## src/rtl/video_mode_pkg.sv

```systemverilog
// video_mode_pkg: shared state, config vector and helpers for video_mode_ctrl
package video_mode_pkg;
  typedef enum logic [1:0] {IDLE, CHECK, MUTE, SETTLE} vmc_state_t;
  typedef struct packed {
    logic pal;
    logic border_en;
    logic h40corr;
    logic blender;
    logic m5;
    logic m2;
    logic rs1;
  } vmc_cfg_t;
  localparam logic [6:0] VMC_GEO_MASK = 7'b111_0111;
  function automatic logic [7:0] sat_inc(input logic [7:0] v);
    return v + {7'd0, ~&v};
  endfunction
endpackage

```

## src/rtl/video_mode_ctrl_if.sv

```systemverilog
// video_mode_ctrl_if: request/VDP inputs and applied config outputs; VIDEO_MODE_CTRL_STATS_EN adds counters
interface video_mode_ctrl_if;
  logic vs_in, pal_req, border_en_req, h40corr_req, blender_req, vdp_m5, vdp_m2, vdp_rs1;
  logic pal, border_en, h40corr, blender, mute, busy;
`ifdef VIDEO_MODE_CTRL_STATS_EN
  logic [7:0] change_cnt, glitch_cnt;
  modport master(output vs_in, pal_req, border_en_req, h40corr_req, blender_req, vdp_m5, vdp_m2, vdp_rs1,
                 input pal, border_en, h40corr, blender, mute, busy, change_cnt, glitch_cnt);
  modport slave(input vs_in, pal_req, border_en_req, h40corr_req, blender_req, vdp_m5, vdp_m2, vdp_rs1,
                output pal, border_en, h40corr, blender, mute, busy, change_cnt, glitch_cnt);
`else
  modport master(output vs_in, pal_req, border_en_req, h40corr_req, blender_req, vdp_m5, vdp_m2, vdp_rs1,
                 input pal, border_en, h40corr, blender, mute, busy);
  modport slave(input vs_in, pal_req, border_en_req, h40corr_req, blender_req, vdp_m5, vdp_m2, vdp_rs1,
                output pal, border_en, h40corr, blender, mute, busy);
`endif
endinterface

```

## src/rtl/video_mode_ctrl_frame_tick_gen.sv

```systemverilog
// frame_tick_gen: one-cycle registered pulse on each falling edge of active-low vsync
module frame_tick_gen (
  input  logic clk,
  input  logic reset,
  input  logic vs_in,
  output logic tick
);
  logic vs_d;
  always_ff @(posedge clk or posedge reset)
    if (reset) begin
      vs_d <= 1'b0;
      tick <= 1'b0;
    end else begin
      vs_d <= vs_in;
      tick <= vs_d & ~vs_in;
    end
endmodule

```

## src/rtl/video_mode_ctrl.sv

```systemverilog
// video_mode_ctrl: frame-debounced, vsync-aligned config apply with mute window; VIDEO_MODE_CTRL_STATS_EN adds change/glitch counters
module video_mode_ctrl
  import video_mode_pkg::*;
#(
  parameter int STABLE_FRAMES = 2,
  parameter int SETTLE_FRAMES = 2
) (
  input logic clk,
  input logic reset,
  video_mode_ctrl_if.slave vif
);
  localparam int CW = $clog2((STABLE_FRAMES > SETTLE_FRAMES ? STABLE_FRAMES : SETTLE_FRAMES) + 1);
  localparam logic [CW-1:0] STAB_LAST = CW'(STABLE_FRAMES - 1);
  localparam logic [CW-1:0] SET_LAST = CW'(SETTLE_FRAMES - 1);
  logic tick, mute, busy, blend_only;
  vmc_state_t state;
  vmc_cfg_t live, cand, appl, diff;
  logic [CW-1:0] stab_cnt, set_cnt;
  frame_tick_gen u_tick (.clk(clk), .reset(reset), .vs_in(vif.vs_in), .tick(tick));
  assign live = {vif.pal_req, vif.border_en_req, vif.h40corr_req, vif.blender_req,
                 vif.vdp_m5, vif.vdp_m2, vif.vdp_rs1};
  assign diff = cand ^ appl;
  assign blend_only = ~|(diff & VMC_GEO_MASK);
  assign vif.pal = appl.pal;
  assign vif.border_en = appl.border_en;
  assign vif.h40corr = appl.h40corr;
  assign vif.blender = appl.blender;
  assign vif.mute = mute;
  assign vif.busy = busy;
`ifdef VIDEO_MODE_CTRL_STATS_EN
  logic [7:0] change_cnt, glitch_cnt;
  assign vif.change_cnt = change_cnt;
  assign vif.glitch_cnt = glitch_cnt;
`endif
  // CHECK priority: relatch beats revert-to-applied, which beats the frame tick
  always_ff @(posedge clk or posedge reset)
    if (reset) begin
      state <= SETTLE;
      cand <= '0;
      appl <= '0;
      stab_cnt <= '0;
      set_cnt <= '0;
      mute <= 1'b1;
      busy <= 1'b1;
`ifdef VIDEO_MODE_CTRL_STATS_EN
      change_cnt <= '0;
      glitch_cnt <= '0;
`endif
    end else
      case (state)
        IDLE:
          if (live != appl) begin
            cand <= live;
            stab_cnt <= '0;
            state <= CHECK;
            busy <= 1'b1;
          end
        CHECK:
          if (live != cand) begin
            cand <= live;
            stab_cnt <= '0;
`ifdef VIDEO_MODE_CTRL_STATS_EN
            glitch_cnt <= sat_inc(glitch_cnt);
`endif
          end else if (live == appl) begin
            state <= IDLE;
            busy <= 1'b0;
          end else if (tick) begin
            if (stab_cnt != STAB_LAST) stab_cnt <= stab_cnt + 1'b1;
            else if (blend_only) begin
              appl.blender <= cand.blender;
              state <= IDLE;
              busy <= 1'b0;
`ifdef VIDEO_MODE_CTRL_STATS_EN
              change_cnt <= sat_inc(change_cnt);
`endif
            end else begin
              state <= MUTE;
              mute <= 1'b1;
            end
          end
        MUTE:
          if (tick) begin
            appl <= cand;
            set_cnt <= '0;
            state <= SETTLE;
`ifdef VIDEO_MODE_CTRL_STATS_EN
            change_cnt <= sat_inc(change_cnt);
`endif
          end
        SETTLE:
          if (tick) begin
            if (set_cnt != SET_LAST) set_cnt <= set_cnt + 1'b1;
            else begin
              state <= IDLE;
              mute <= 1'b0;
              busy <= 1'b0;
            end
          end
      endcase
endmodule

```

## src/flat_wrapper.sv

```systemverilog
// flat-port wrapper written by rule: the top's interface ports become plain ports
module video_mode_ctrl_flat import video_mode_pkg::*;
#(
  parameter int STABLE_FRAMES = 2,
  parameter int SETTLE_FRAMES = 2
)
  (clk, reset, vif_vs_in, vif_pal_req, vif_border_en_req, vif_h40corr_req, vif_blender_req, vif_vdp_m5, vif_vdp_m2, vif_vdp_rs1, vif_pal, vif_border_en, vif_h40corr, vif_blender, vif_mute, vif_busy);
  video_mode_ctrl_if vif_i ();
  input logic clk;
  input logic reset;
  input wire logic [$bits(vif_i.vs_in)-1:0] vif_vs_in;
  input wire logic [$bits(vif_i.pal_req)-1:0] vif_pal_req;
  input wire logic [$bits(vif_i.border_en_req)-1:0] vif_border_en_req;
  input wire logic [$bits(vif_i.h40corr_req)-1:0] vif_h40corr_req;
  input wire logic [$bits(vif_i.blender_req)-1:0] vif_blender_req;
  input wire logic [$bits(vif_i.vdp_m5)-1:0] vif_vdp_m5;
  input wire logic [$bits(vif_i.vdp_m2)-1:0] vif_vdp_m2;
  input wire logic [$bits(vif_i.vdp_rs1)-1:0] vif_vdp_rs1;
  output wire logic [$bits(vif_i.pal)-1:0] vif_pal;
  output wire logic [$bits(vif_i.border_en)-1:0] vif_border_en;
  output wire logic [$bits(vif_i.h40corr)-1:0] vif_h40corr;
  output wire logic [$bits(vif_i.blender)-1:0] vif_blender;
  output wire logic [$bits(vif_i.mute)-1:0] vif_mute;
  output wire logic [$bits(vif_i.busy)-1:0] vif_busy;
  assign vif_i.vs_in = vif_vs_in;
  assign vif_i.pal_req = vif_pal_req;
  assign vif_i.border_en_req = vif_border_en_req;
  assign vif_i.h40corr_req = vif_h40corr_req;
  assign vif_i.blender_req = vif_blender_req;
  assign vif_i.vdp_m5 = vif_vdp_m5;
  assign vif_i.vdp_m2 = vif_vdp_m2;
  assign vif_i.vdp_rs1 = vif_vdp_rs1;
  assign vif_pal = vif_i.pal;
  assign vif_border_en = vif_i.border_en;
  assign vif_h40corr = vif_i.h40corr;
  assign vif_blender = vif_i.blender;
  assign vif_mute = vif_i.mute;
  assign vif_busy = vif_i.busy;
  video_mode_ctrl #(.STABLE_FRAMES(STABLE_FRAMES), .SETTLE_FRAMES(SETTLE_FRAMES)) u_core (.clk(clk), .reset(reset), .vif(vif_i));
endmodule
```

## config.mk

```make
export PLATFORM = sky130hd
export DESIGN_NAME = video_mode_ctrl_flat
export DESIGN_NICKNAME = d
export VERILOG_FILES = /design/src/rtl/video_mode_pkg.sv /design/src/rtl/video_mode_ctrl_if.sv /design/src/rtl/video_mode_ctrl_frame_tick_gen.sv /design/src/rtl/video_mode_ctrl.sv /design/src/flat_wrapper.sv
export SDC_FILE = /design/constraint.sdc
export NUM_CORES = 1
export LEC_CHECK = 0
export ABC_CLOCK_PERIOD_IN_PS = 4800
export BUFFER_PORTS_ARGS = -buffer_cell sky130_fd_sc_hd__buf_2
export CAP_MARGIN = 10
export CELL_PAD_IN_SITES_DETAIL_PLACEMENT = 1
export CELL_PAD_IN_SITES_GLOBAL_PLACEMENT = 1
export CORE_ASPECT_RATIO = 1.2
export CORE_UTILIZATION = 49
export DETAILED_ROUTE_END_ITERATION = 10
export PLACE_DENSITY_LB_ADDON = 0.3
export SLEW_MARGIN = 5
export SYNTH_ARGS = -nofsm -noshare
export SYNTH_HDL_FRONTEND = slang
export SYNTH_HIERARCHICAL = 1
export SYNTH_SLANG_ARGS = --single-unit
```

## constraint.sdc

```tcl
create_clock -name clk -period 4.8 [get_ports clk]
set_input_delay 0.96 -clock clk [delete_from_list [all_inputs] [get_ports clk]]
set_output_delay 0.96 -clock clk [all_outputs]
set_load 0.03 [all_outputs]
```

# After elaboration in Yosys (flattened, before gate mapping)
# Cells that the tools add are included.
totals:
  register_bits: 24
  inputBits: 10
  wordCells: 112
op_classes:
  add_sub_neg: 2
  eq_ne: 26
  muxes: 45
  n_bitwise: 3
  reduce_logical: 15
ops:
  columns: ["cell", "count"]
  rows:
  - ["2-to-1 mux 2 bit", 17]
  - ["2-to-1 mux 1 bit", 18]
  - ["inequality test 2 bit (second input constant)", 8]
  - ["AND reduction 8 bit", 2]
  - ["2-to-1 mux 7 bit", 2]
  - ["inequality test 7 bit", 2]
  - ["one-hot mux 7 bit (2 select lines)", 1]
  - ["AND reduction 7 bit", 2]
  - ["inequality test 2 x 1 -> 1 bit (second input constant)", 6]
  - ["inequality test 3 x 2 -> 1 bit (second input constant)", 4]
  - ["one-hot mux 2 bit (2 select lines)", 2]
  - ["one-hot mux 2 bit (4 select lines)", 1]
  - ["nonzero test 2 bit", 4]
  - ["equality test 7 bit", 1]
  - ["bitwise XOR 7 bit", 1]
  - ["OR reduction 6 bit", 1]
  - ["AND reduction 5 bit", 1]
  - ["adder 2 x 1 -> 2 bit (second input constant)", 2]
  - ["equality test 2 bit (second input constant)", 2]
  - ["2-to-1 mux 4 bit", 1]
  - ["one-hot mux 1 bit (2 select lines)", 2]
  - ["AND reduction 4 bit", 1]
  - ["inequality test 3 x 1 -> 1 bit (second input constant)", 1]
  - ["inequality test 3 bit (second input constant)", 1]
  - ["8 further kinds", 8]

# Logic depth before layout (Yosys ltp)
# Gate-level depths: netlist of run 1.
depth:
  depth_word: 8
  mapped_depth: 7
  depth_no_buf: 7

# Modules after synthesis
# Netlist of run 1, hierarchy kept.
by_module_without_submodules:
  columns: ["module", "instances", "cells_each", "area_each_um2"]
  rows:
  - ["video_mode_ctrl", 1, 138, 1417.6]
  - ["frame_tick_gen", 1, 4, 67.6]

# Worst setup path after synthesis of run 1
# OpenSTA, ideal clock, no wires.
synth_path:
  path_type: "input port to flip-flop"
  startpoint: "input vif_pal_req"
  endpoint: "register u_core/cand[0] in the netlist's numbering"
  setup_time_ns: 0.125
  arrival_time_ns: 2.109
  t_required_ns: 4.675
  setup_slack_ns: 2.566
  path_stages: 5
  path_cell_list: "xnor2_1 > and4_4 > and2_4 > nor3_4 > mux2_2"
synth_between:
  elab_chain_cells: 3
synth_rtl:
  columns: ["item", "line_no", "source"]
  rows:
  - ["start, declared", "flat_wrapper.sv:12", "input wire logic [$bits(vif_i.pal_req)-1:0] vif_pal_req;"]
  - ["inequality test 7 bit (on tied branches)", "video_mode_ctrl.sv:59, video_mode_ctrl.sv:52", null]
  - ["inequality test 2 x 1 -> 1 bit (no source line)", null, null]
  - ["AND reduction 3 bit (no source line) (*)", null, null]
  - ["end signal, assigned", "video_mode_ctrl.sv:53", "cand <= live;"]
  - ["end signal, assigned", "video_mode_ctrl.sv:60", "cand <= live;"]
  - ["end, declared", "video_mode_ctrl.sv:17", "vmc_cfg_t live, cand, appl, diff;"]
# Mark *: on every way between the ends. The rest lies on a longest branch, timed or not.
# A chain may end at the register's enable or synchronous reset.

# Worst setup path in the final report of run 1
layout_path:
  startpoint: "register u_core.state[0]"
  endpoint: "register u_core/cand[3] in the netlist's numbering"
layout_between:
  elab_chain_cells: 3
layout_rtl:
  columns: ["item", "line_no", "source"]
  rows:
  - ["start, declared", "video_mode_ctrl.sv:16", "vmc_state_t state;"]
  - ["start signal, assigned", "video_mode_ctrl.sv:38", "state <= SETTLE;"]
  - ["start signal, assigned", "video_mode_ctrl.sv:55", "state <= CHECK;"]
  - ["start signal, assigned", "video_mode_ctrl.sv:66", "state <= IDLE;"]
  - ["equality test 2 x 1 -> 1 bit / logical NOT 2 bit (equally long branches)", "video_mode_ctrl.sv:50", "case (state)"]
  - ["inequality test 2 x 1 -> 1 bit (no source line) / nonzero test 2 bit (equally long branches)", null, null]
  - ["AND reduction 3 bit (no source line)", null, null]
# Parallel ways exist; a longest one is shown, timed or not.

==> impl_metrics.prom, run 1 <==
# TYPE chip_impl_metric gauge
chip_impl_info{name="setup.worst_path.class",value="flop to flop"} 1
chip_impl_info{name="hold_path_class",value="input port to async pin"} 1
chip_impl_metric{name="fmax",unit="MHz"} 423.7
chip_impl_metric{name="cp_slowest_stage_delay",unit="ns"} 0.60
chip_impl_metric{name="layout_setup_ws",unit="ns"} 2.440
chip_impl_metric{name="per_instance_average_area_after_synthesis",unit="sq um"} 10.46
chip_impl_metric{name="power_density",unit="nW/um^2"} 626.5
chip_impl_metric{name="gr-total-overflow",unit=""} 0
chip_impl_metric{name="final_core_utilization",unit="%"} 57.32
chip_impl_metric{name="post_synth_inst_count",unit=""} 142
chip_impl_info{name="netlist_top_cells_count",value="dfrtp_1, xnor2_1, mux2_2"} 1
chip_impl_metric{name="htree_num_levels",unit=""} 1
chip_impl_metric{name="drt.antenna.violating_nets",unit=""} 0
chip_impl_metric{name="antennaDiodeCount",unit=""} 0
chip_impl_metric{name="final.fill_count",unit=""} 313
chip_impl_metric{name="grt_pass1_vias",unit=""} 1261
chip_impl_metric{name="port_buffers",unit=""} 15
chip_impl_metric{name="dr_total_vias",unit=""} 1164
chip_impl_metric{name="routabilityCongestion",unit=""} 0.7952
chip_impl_metric{name="start_util",unit="%"} 52.34
chip_impl_info{name="status",value="finished, final reports clean"} 1
chip_impl_metric{name="grt_start_max_net_pins",unit=""} 23
chip_impl_metric{name="cts_max_path_buffers",unit=""} 2
chip_impl_metric{name="drc",unit=""} 0
chip_impl_info{name="post-synth-top-area-cell",value="dfrtp_1"} 1
chip_impl_metric{name="fp.dieArea",unit="sq um"} 3256
chip_impl_info{name="startpoint_type",value="flop"} 1
chip_impl_info{name="worstReg2RegStart",value="u_core/state[0]"} 1
chip_impl_metric{name="r2r_setup_slack",unit="ns"} 2.44
chip_impl_metric{name="path_clk_slew",unit="ns"} 0.13
chip_impl_metric{name="synth.ff_latch_count",unit=""} 24
chip_impl_metric{name="fin_total_pwr",unit="W"} 0.001019
chip_impl_metric{name="syn-num-nets",unit=""} 158
chip_impl_metric{name="dp_hpwl",unit="um"} 2673
chip_impl_metric{name="postCtsResizedCells",unit=""} 0
chip_impl_metric{name="first_iter_violations",unit=""} 11
chip_impl_metric{name="hold_ws",unit="ns"} 0.4789
chip_impl_metric{name="ys_types",unit=""} 43
chip_impl_metric{name="design.final.nets",unit=""} 175
chip_impl_info{name="synth.top_cells.by_area",value="dfrtp_1, mux2_2, xnor2_1"} 1
chip_impl_metric{name="all_layer_global_routing_usage",unit="%"} 24.73
chip_impl_metric{name="final.setup.tns",unit="ns"} 0
chip_impl_metric{name="detail_route.vias_per_cell",unit=""} 6.063
chip_impl_metric{name="share_of_the_clock_period_used_by_the_worst_path",unit="%"} 49.17
chip_impl_metric{name="layout_min_cycle_time",unit="ns"} 2.360
chip_impl_metric{name="hold_viol_final",unit=""} 0
chip_impl_info{name="rsz0062_at_grt",value="false"} 1
chip_impl_info{name="setup.worst_path.end_class",value="flop"} 1
chip_impl_metric{name="critPathRequiredTime",unit="ns"} 5.01
chip_impl_metric{name="synth_edf_count",unit=""} 0
chip_impl_metric{name="post_route_cells_drive_above_1_share",unit="%"} 24.68
chip_impl_info{name="synth_flop_cell",value="dfrtp_1"} 1
chip_impl_metric{name="cp_max_fo",unit=""} 12
chip_impl_metric{name="timing.critical_path.buf_inv",unit=""} 1
chip_impl_info{name="endpoint",value="u_core/cand[3]"} 1
chip_impl_metric{name="design.core.area",unit="sq um"} 2838
chip_impl_metric{name="routed_wirelength",unit="um"} 3472
chip_impl_metric{name="die_x",unit="um"} 52.26
chip_impl_metric{name="cts-hold-fix-buffers",unit=""} 0
chip_impl_metric{name="clock_skew",unit="ns"} 0.002474
chip_impl_metric{name="drt_pre_antenna_iters",unit=""} 4
chip_impl_metric{name="worst_skew_pair.late_latency",unit="ns"} 0.31
chip_impl_metric{name="timing.max_cap.violations",unit=""} 0
chip_impl_metric{name="max-vdd-ir-drop",unit="uV"} 331.7
chip_impl_info{name="cts.root.buffer_cell",value="clkbuf_4"} 1
chip_impl_metric{name="rows",unit=""} 21
chip_impl_metric{name="synthDominantCellAreaShare",unit="%"} 33.70
chip_impl_info{name="critical_path_cell_with_the_highest_stage_delay",value="dfstp_2"} 1
chip_impl_metric{name="grt_pass1_wl",unit="um"} 6030
chip_impl_metric{name="wl_per_cell",unit="um"} 18.08
chip_impl_metric{name="grt_antenna_before_repair",unit=""} 0
chip_impl_info{name="synth_most_common_cell",value="dfrtp_1"} 1
chip_impl_metric{name="timing_worst_slew_pin_value",unit="ns"} 0.8438
chip_impl_info{name="cts_tree",value="done"} 1
chip_impl_info{name="timing.rr.end",value="u_core/cand[3]"} 1
chip_impl_metric{name="slew_headroom",unit="%"} 43.68
chip_impl_metric{name="num_io_pins",unit=""} 16
chip_impl_metric{name="post_cts.repair.setup_buffers",unit=""} 0
chip_impl_metric{name="tritoncts.num_buffers",unit=""} 3
chip_impl_metric{name="die_y",unit="um"} 62.31
chip_impl_metric{name="reg2reg_depth",unit=""} 5
chip_impl_info{name="path_cells",value="ha_1, inv_1, nor3_1, nor3_4, mux2_1"} 1
chip_impl_metric{name="synth.yosys.seq_area_share",unit="%"} 40.78
chip_impl_metric{name="preCtsSetupSlack",unit="ns"} 2.251
chip_impl_metric{name="synth_area",unit="sq um"} 1485
chip_impl_metric{name="synth_async_sr_flop_share",unit="%"} 100.0
chip_impl_metric{name="max_slew_violation_count",unit=""} 0
chip_impl_metric{name="setup-violations-final",unit=""} 0
chip_impl_metric{name="path_depth",unit=""} 5
chip_impl_metric{name="synth_warnings",unit=""} 6
chip_impl_metric{name="total_leakage_power",unit="nW"} 0.7035
chip_impl_metric{name="cts.sink_count",unit=""} 24
chip_impl_metric{name="cp.arrival",unit="ns"} 2.57
chip_impl_metric{name="area.growth.synth_to_final",unit="%"} 9.520
chip_impl_info{name="critical_path_source",value="u_core/state[0]"} 1
chip_impl_info{name="cpLargestDelayFamily",value="simple AND/OR/NAND/NOR gates"} 1
flip-flops by register name (all words and copies together) (netlist names), named ones only:
register	cells
u_core/vif.mute	1
u_core/vif.h40corr	1
u_core/cand	7
u_core/state	1
u_core/stab_cnt	2
u_core/u_tick/vs_d	1
u_core/vif.blender	1
u_core/u_tick/tick	1
u_core/vif.border_en	1
u_core/vif.pal	1
u_core/set_cnt	2
u_core/vif.busy	1
u_core/appl	3
worst min-delay path by stage:
stage | cells after the start | end | from | slack [ns]
global placement | 1 | u_core/u_tick/tick | u_core/u_tick/vs_d | 0.46
finish | 2 | u_core/u_tick/tick | reset | 0.48
detailed placement | 1 | u_core/u_tick/tick | u_core/u_tick/vs_d | 0.47
floorplan | 1 | u_core/u_tick/tick | u_core/u_tick/vs_d | 0.45
CTS | 2 | u_core/u_tick/tick | reset | 0.47
global route | 2 | u_core/u_tick/vs_d | reset | 0.47
cells by family after synthesis:
family                   share of synthesized area, %
XOR/XNOR                                        11.79
adder cells (fa/ha/maj)                         5.055
buffers and inverters                           2.864
AND/OR/NAND/NOR                                 14.58
flip-flops                                      40.78
multiplexers                                    10.53
AO/OA/AOI/OAI                                   14.41
routing by layer:
layer	vias up	track usage [%]	part of all wire (%)	wire length [um]
li1	551	-	-	-
met3	12	3.431	2.3	79
met4	0	6.250	2.3	79
met1	571	30.16	40	1397
met5	-	0	0	0
met2	30	44.23	55	1915
power by group:
group	switching [W]	internal (W)	total (W)
clock	0.0000604	0.0000463	0.000107
combinational	0.000293	0.000234	0.000527
sequential	0.0000951	0.000290	0.000385
total	0.000449	0.000570	0.00102
layout make-up:
class                      instances  area [sq um]  share of cell area (%)
inverter                           8         30.03                   1.846
tap                               34         42.54                   2.615
sequential                        24         605.6                   37.23
multi-input combinational        107         837.1                   51.46
clock buffer                       4         36.28                   2.231
timing repair buffer              15         75.07                   4.615
stage by stage:
step | instances | area [sq um]
6_report | 192 | 1627
5_1_grt | 192 | 1627
4_1_cts | 192 | 1627
3_5_place_dp | 188 | 1590
3_3_place_gp | 188 | 1590
2_1_floorplan | 142 | 1485
cell usage in the layout (no fill, tap or decap), types with 3 or more instances in the layout:
master / instances
a41oi_1: 3
buf_2: 15
clkbuf_4: 3
dfrtp_1: 20
dfstp_2: 4
ha_1: 6
inv_1: 8
mux2_2: 12
nand2_1: 7
nand3_1: 4
nand4_1: 4
nor2_1: 5
o21ai_0: 10
xnor2_1: 14
xor2_1: 6
Power figures use the tool's default switching activity.
==> inputs of run 2 (changes only) <==
ABC_CLOCK_PERIOD_IN_PS = 2400   (was 4800)
CORE_UTILIZATION = 45   (was 49)
clock period = 2.4 ns   (was 4.8 ns; I/O delays follow)
==> run 2 against run 1 <==
  * Count of clock-buffer cells in the layout is 1 lower
  * Power is 110% higher
  * Critical path depth is 1 higher
  * Register-to-register slack worse by 2.2 ns
  * Non-clock buffer count is 2 higher
  * Hold slack worse by 0.18 ns
  * Routed wire length is 0.43% higher
  * First-iteration DRC count is 120% higher
  * Maximum frequency is 8.3% higher
  * Critical endpoint is now u_core/cand[2]
  * Largest power group unchanged
==> impl_metrics.prom, run 2 (synthesized netlist as in run 1, its figures left out) <==
# TYPE chip_impl_metric gauge
chip_impl_info{name="status",value="finished, final reports clean"} 1
chip_impl_metric{name="clock_skew",unit="ns"} 0.009224
chip_impl_metric{name="share_of_the_clock_period_used_by_the_worst_path",unit="%"} 90.77
chip_impl_metric{name="drt_pre_antenna_iters",unit=""} 4
chip_impl_metric{name="setup-violations-final",unit=""} 0
chip_impl_metric{name="cp_max_fo",unit=""} 8
chip_impl_metric{name="internal-power",unit="W"} 0.001232
chip_impl_info{name="cts.root.buffer_cell",value="clkbuf_4"} 1
chip_impl_metric{name="detail_route.vias_per_cell",unit=""} 6.046
chip_impl_metric{name="die_y",unit="um"} 64.93
chip_impl_metric{name="fp.dieArea",unit="sq um"} 3535
chip_impl_metric{name="design.final.nets",unit=""} 177
chip_impl_metric{name="cts.sink_count",unit=""} 24
chip_impl_metric{name="slew_headroom",unit="%"} 43.05
chip_impl_metric{name="routed_wirelength",unit="um"} 3487
chip_impl_metric{name="final_cells",unit=""} 196
chip_impl_info{name="biggestRegsByFlops",value="u_core/cand (7), u_core/appl (3)"} 1
chip_impl_metric{name="power_density",unit="nW/um^2"} 1294
chip_impl_metric{name="first_iter_violations",unit=""} 24
chip_impl_metric{name="gr-total-overflow",unit=""} 0
chip_impl_metric{name="routabilityCongestion",unit=""} 0.8761
chip_impl_metric{name="placed_area",unit="sq um"} 1600
chip_impl_metric{name="layout_setup_ws",unit="ns"} 0.2215
chip_impl_metric{name="layout_min_cycle_time",unit="ns"} 2.178
chip_impl_metric{name="die_x",unit="um"} 54.45
chip_impl_info{name="most-common-layout-cells",value="dfrtp_1, buf_2, xnor2_1"} 1
chip_impl_info{name="setup.worst_path.class",value="flop to flop"} 1
chip_impl_metric{name="critPathRequiredTime",unit="ns"} 2.61
chip_impl_metric{name="htree_num_levels",unit=""} 1
chip_impl_metric{name="tritoncts.num_buffers",unit=""} 3
chip_impl_metric{name="total_switching_power",unit="W"} 0.0009193
chip_impl_metric{name="start_util",unit="%"} 47.75
chip_impl_metric{name="grt_antenna_before_repair",unit=""} 0
chip_impl_metric{name="fmax",unit="MHz"} 459.0
chip_impl_info{name="critical_path_cell_with_the_highest_stage_delay",value="dfstp_2"} 1
chip_impl_metric{name="power.combinational.fraction",unit="%"} 50.5
chip_impl_metric{name="max_slew_violation_count",unit=""} 0
chip_impl_metric{name="total_leakage_power",unit="nW"} 0.7196
chip_impl_metric{name="antennaDiodeCount",unit=""} 0
chip_impl_info{name="startpoint_type",value="flop"} 1
chip_impl_metric{name="drt.antenna.violating_nets",unit=""} 0
chip_impl_metric{name="switching_share",unit="%"} 42.74
chip_impl_metric{name="max-vdd-ir-drop",unit="uV"} 703.1
chip_impl_metric{name="dr_total_vias",unit=""} 1185
chip_impl_metric{name="grt_start_max_net_pins",unit=""} 23
chip_impl_metric{name="drc",unit=""} 0
chip_impl_metric{name="post_route_cells_drive_above_1_share",unit="%"} 25.00
chip_impl_metric{name="port_buffers",unit=""} 15
chip_impl_metric{name="all_layer_global_routing_usage",unit="%"} 23.10
chip_impl_info{name="rsz0062_at_grt",value="false"} 1
chip_impl_metric{name="dp_hpwl",unit="um"} 2633
chip_impl_metric{name="area.growth.synth_to_final",unit="%"} 11.96
chip_impl_metric{name="cts_max_path_buffers",unit=""} 2
chip_impl_info{name="setup.worst_path.end_class",value="flop"} 1
chip_impl_metric{name="hold_ws",unit="ns"} 0.2992
chip_impl_metric{name="post_cts.repair.setup_buffers",unit=""} 0
chip_impl_info{name="hold_path_class",value="input port to flop"} 1
chip_impl_metric{name="path_clk_slew",unit="ns"} 0.14
chip_impl_metric{name="final.setup.tns",unit="ns"} 0
chip_impl_info{name="top_register",value="u_core/cand"} 1
chip_impl_metric{name="design.core.area",unit="sq um"} 3110
chip_impl_metric{name="postLayoutCellArea",unit="sq um"} 1663
chip_impl_metric{name="preCtsSetupSlack",unit="ns"} 0.2483
chip_impl_metric{name="timing_worst_slew_pin_value",unit="ns"} 0.8534
chip_impl_info{name="final_common_cell",value="dfrtp_1"} 1
chip_impl_metric{name="hold_viol_final",unit=""} 0
chip_impl_metric{name="number_of_flip_flops_under_the_largest_register_name",unit=""} 7
chip_impl_metric{name="cp_slowest_stage_delay",unit="ns"} 0.57
chip_impl_metric{name="seq_power_share",unit="%"} 35.7
chip_impl_metric{name="grt_pass1_wl",unit="um"} 5740
chip_impl_metric{name="timing.max_cap.violations",unit=""} 0
chip_impl_info{name="cts_tree",value="done"} 1
chip_impl_metric{name="cp.arrival",unit="ns"} 2.39
chip_impl_metric{name="num_io_pins",unit=""} 16
chip_impl_metric{name="count_of_placed_standard_cells_including_taps",unit=""} 191
chip_impl_metric{name="grt_pass1_vias",unit=""} 1263
chip_impl_metric{name="cts-hold-fix-buffers",unit=""} 1
chip_impl_info{name="path_common_cell",value="inv_1"} 1
chip_impl_metric{name="wl_per_cell",unit="um"} 17.79
chip_impl_metric{name="rows",unit=""} 22
chip_impl_metric{name="worst_skew_pair.late_latency",unit="ns"} 0.32
chip_impl_metric{name="share_clk_of_total_power",unit="%"} 13.8
chip_impl_info{name="path_cells",value="inv_1, ha_1, inv_1, nor3_1, nor3_4, mux2_2"} 1
chip_impl_metric{name="postCtsResizedCells",unit=""} 0
-- run 2: power groups by stage --
stage	registers (W)	clock network, W	logic, W
finish	0.000768	0.000298	0.00109
global route	0.000794	0.000329	0.00117
CTS	0.000771	0.000306	0.00108
detailed placement	0.000781	0	0.00107
global placement	0.000765	0	0.00104
floorplan	0.000807	0	0.000745
-- run 2: worst max-delay path, delay by kind of cell, from the launching register on --
family	cells	cell delay (ns)
mux	1	0.40
simple gates	2	0.58
fa+ha+maj	1	0.28
flops	1	0.57
buf+inv	2	0.25
-- run 2: metal layers --
layer	track usage, %	share of wire (%)	vias to the layer above
met5	0	0	-
met4	8.013	0.63	0
met3	3.052	2.1	2
met2	40.24	54	15
met1	27.93	43	617
li1	-	-	551
-- run 2: through the flow --
| step | total power [W] | util [%] |
|---|---|---|
| 2_1_floorplan | 0.001552 | - |
| 3_3_place_gp | 0.001801 | 51.45 |
| 3_5_place_dp | 0.001853 | 51.45 |
| 4_1_cts | 0.002162 | 53.46 |
| 5_1_grt | 0.002291 | 53.46 |
| 6_report | 0.002151 | 53.46 |
-- run 2: final cells by class --
type | count | area [sq um]
inverter | 8 | 30.03
timing repair buffer | 17 | 92.59
clock buffer | 3 | 22.52
multi-input combinational | 107 | 837.1
sequential | 24 | 605.6
fill | 352 | 1448
clock inverter | 1 | 30.03
tap | 36 | 45.04
-- run 2: final timing paths --
path                                          from            endpoint  slack, ns  cells past startpoint
worst max-delay path                          flop      u_core/cand[2]       0.22                      6
worst min-delay path                     vif_vs_in  u_core/u_tick/vs_d       0.30                      1
worst max register to register                flop      u_core/cand[2]       0.22                      6
worst min register to register  u_core/u_tick/vs_d  u_core/u_tick/tick       0.50                      1
max in group asynchronous                    reset  u_core/stab_cnt[1]       0.97                      3
min in group asynchronous                    reset  u_core/u_tick/vs_d       0.57                      3
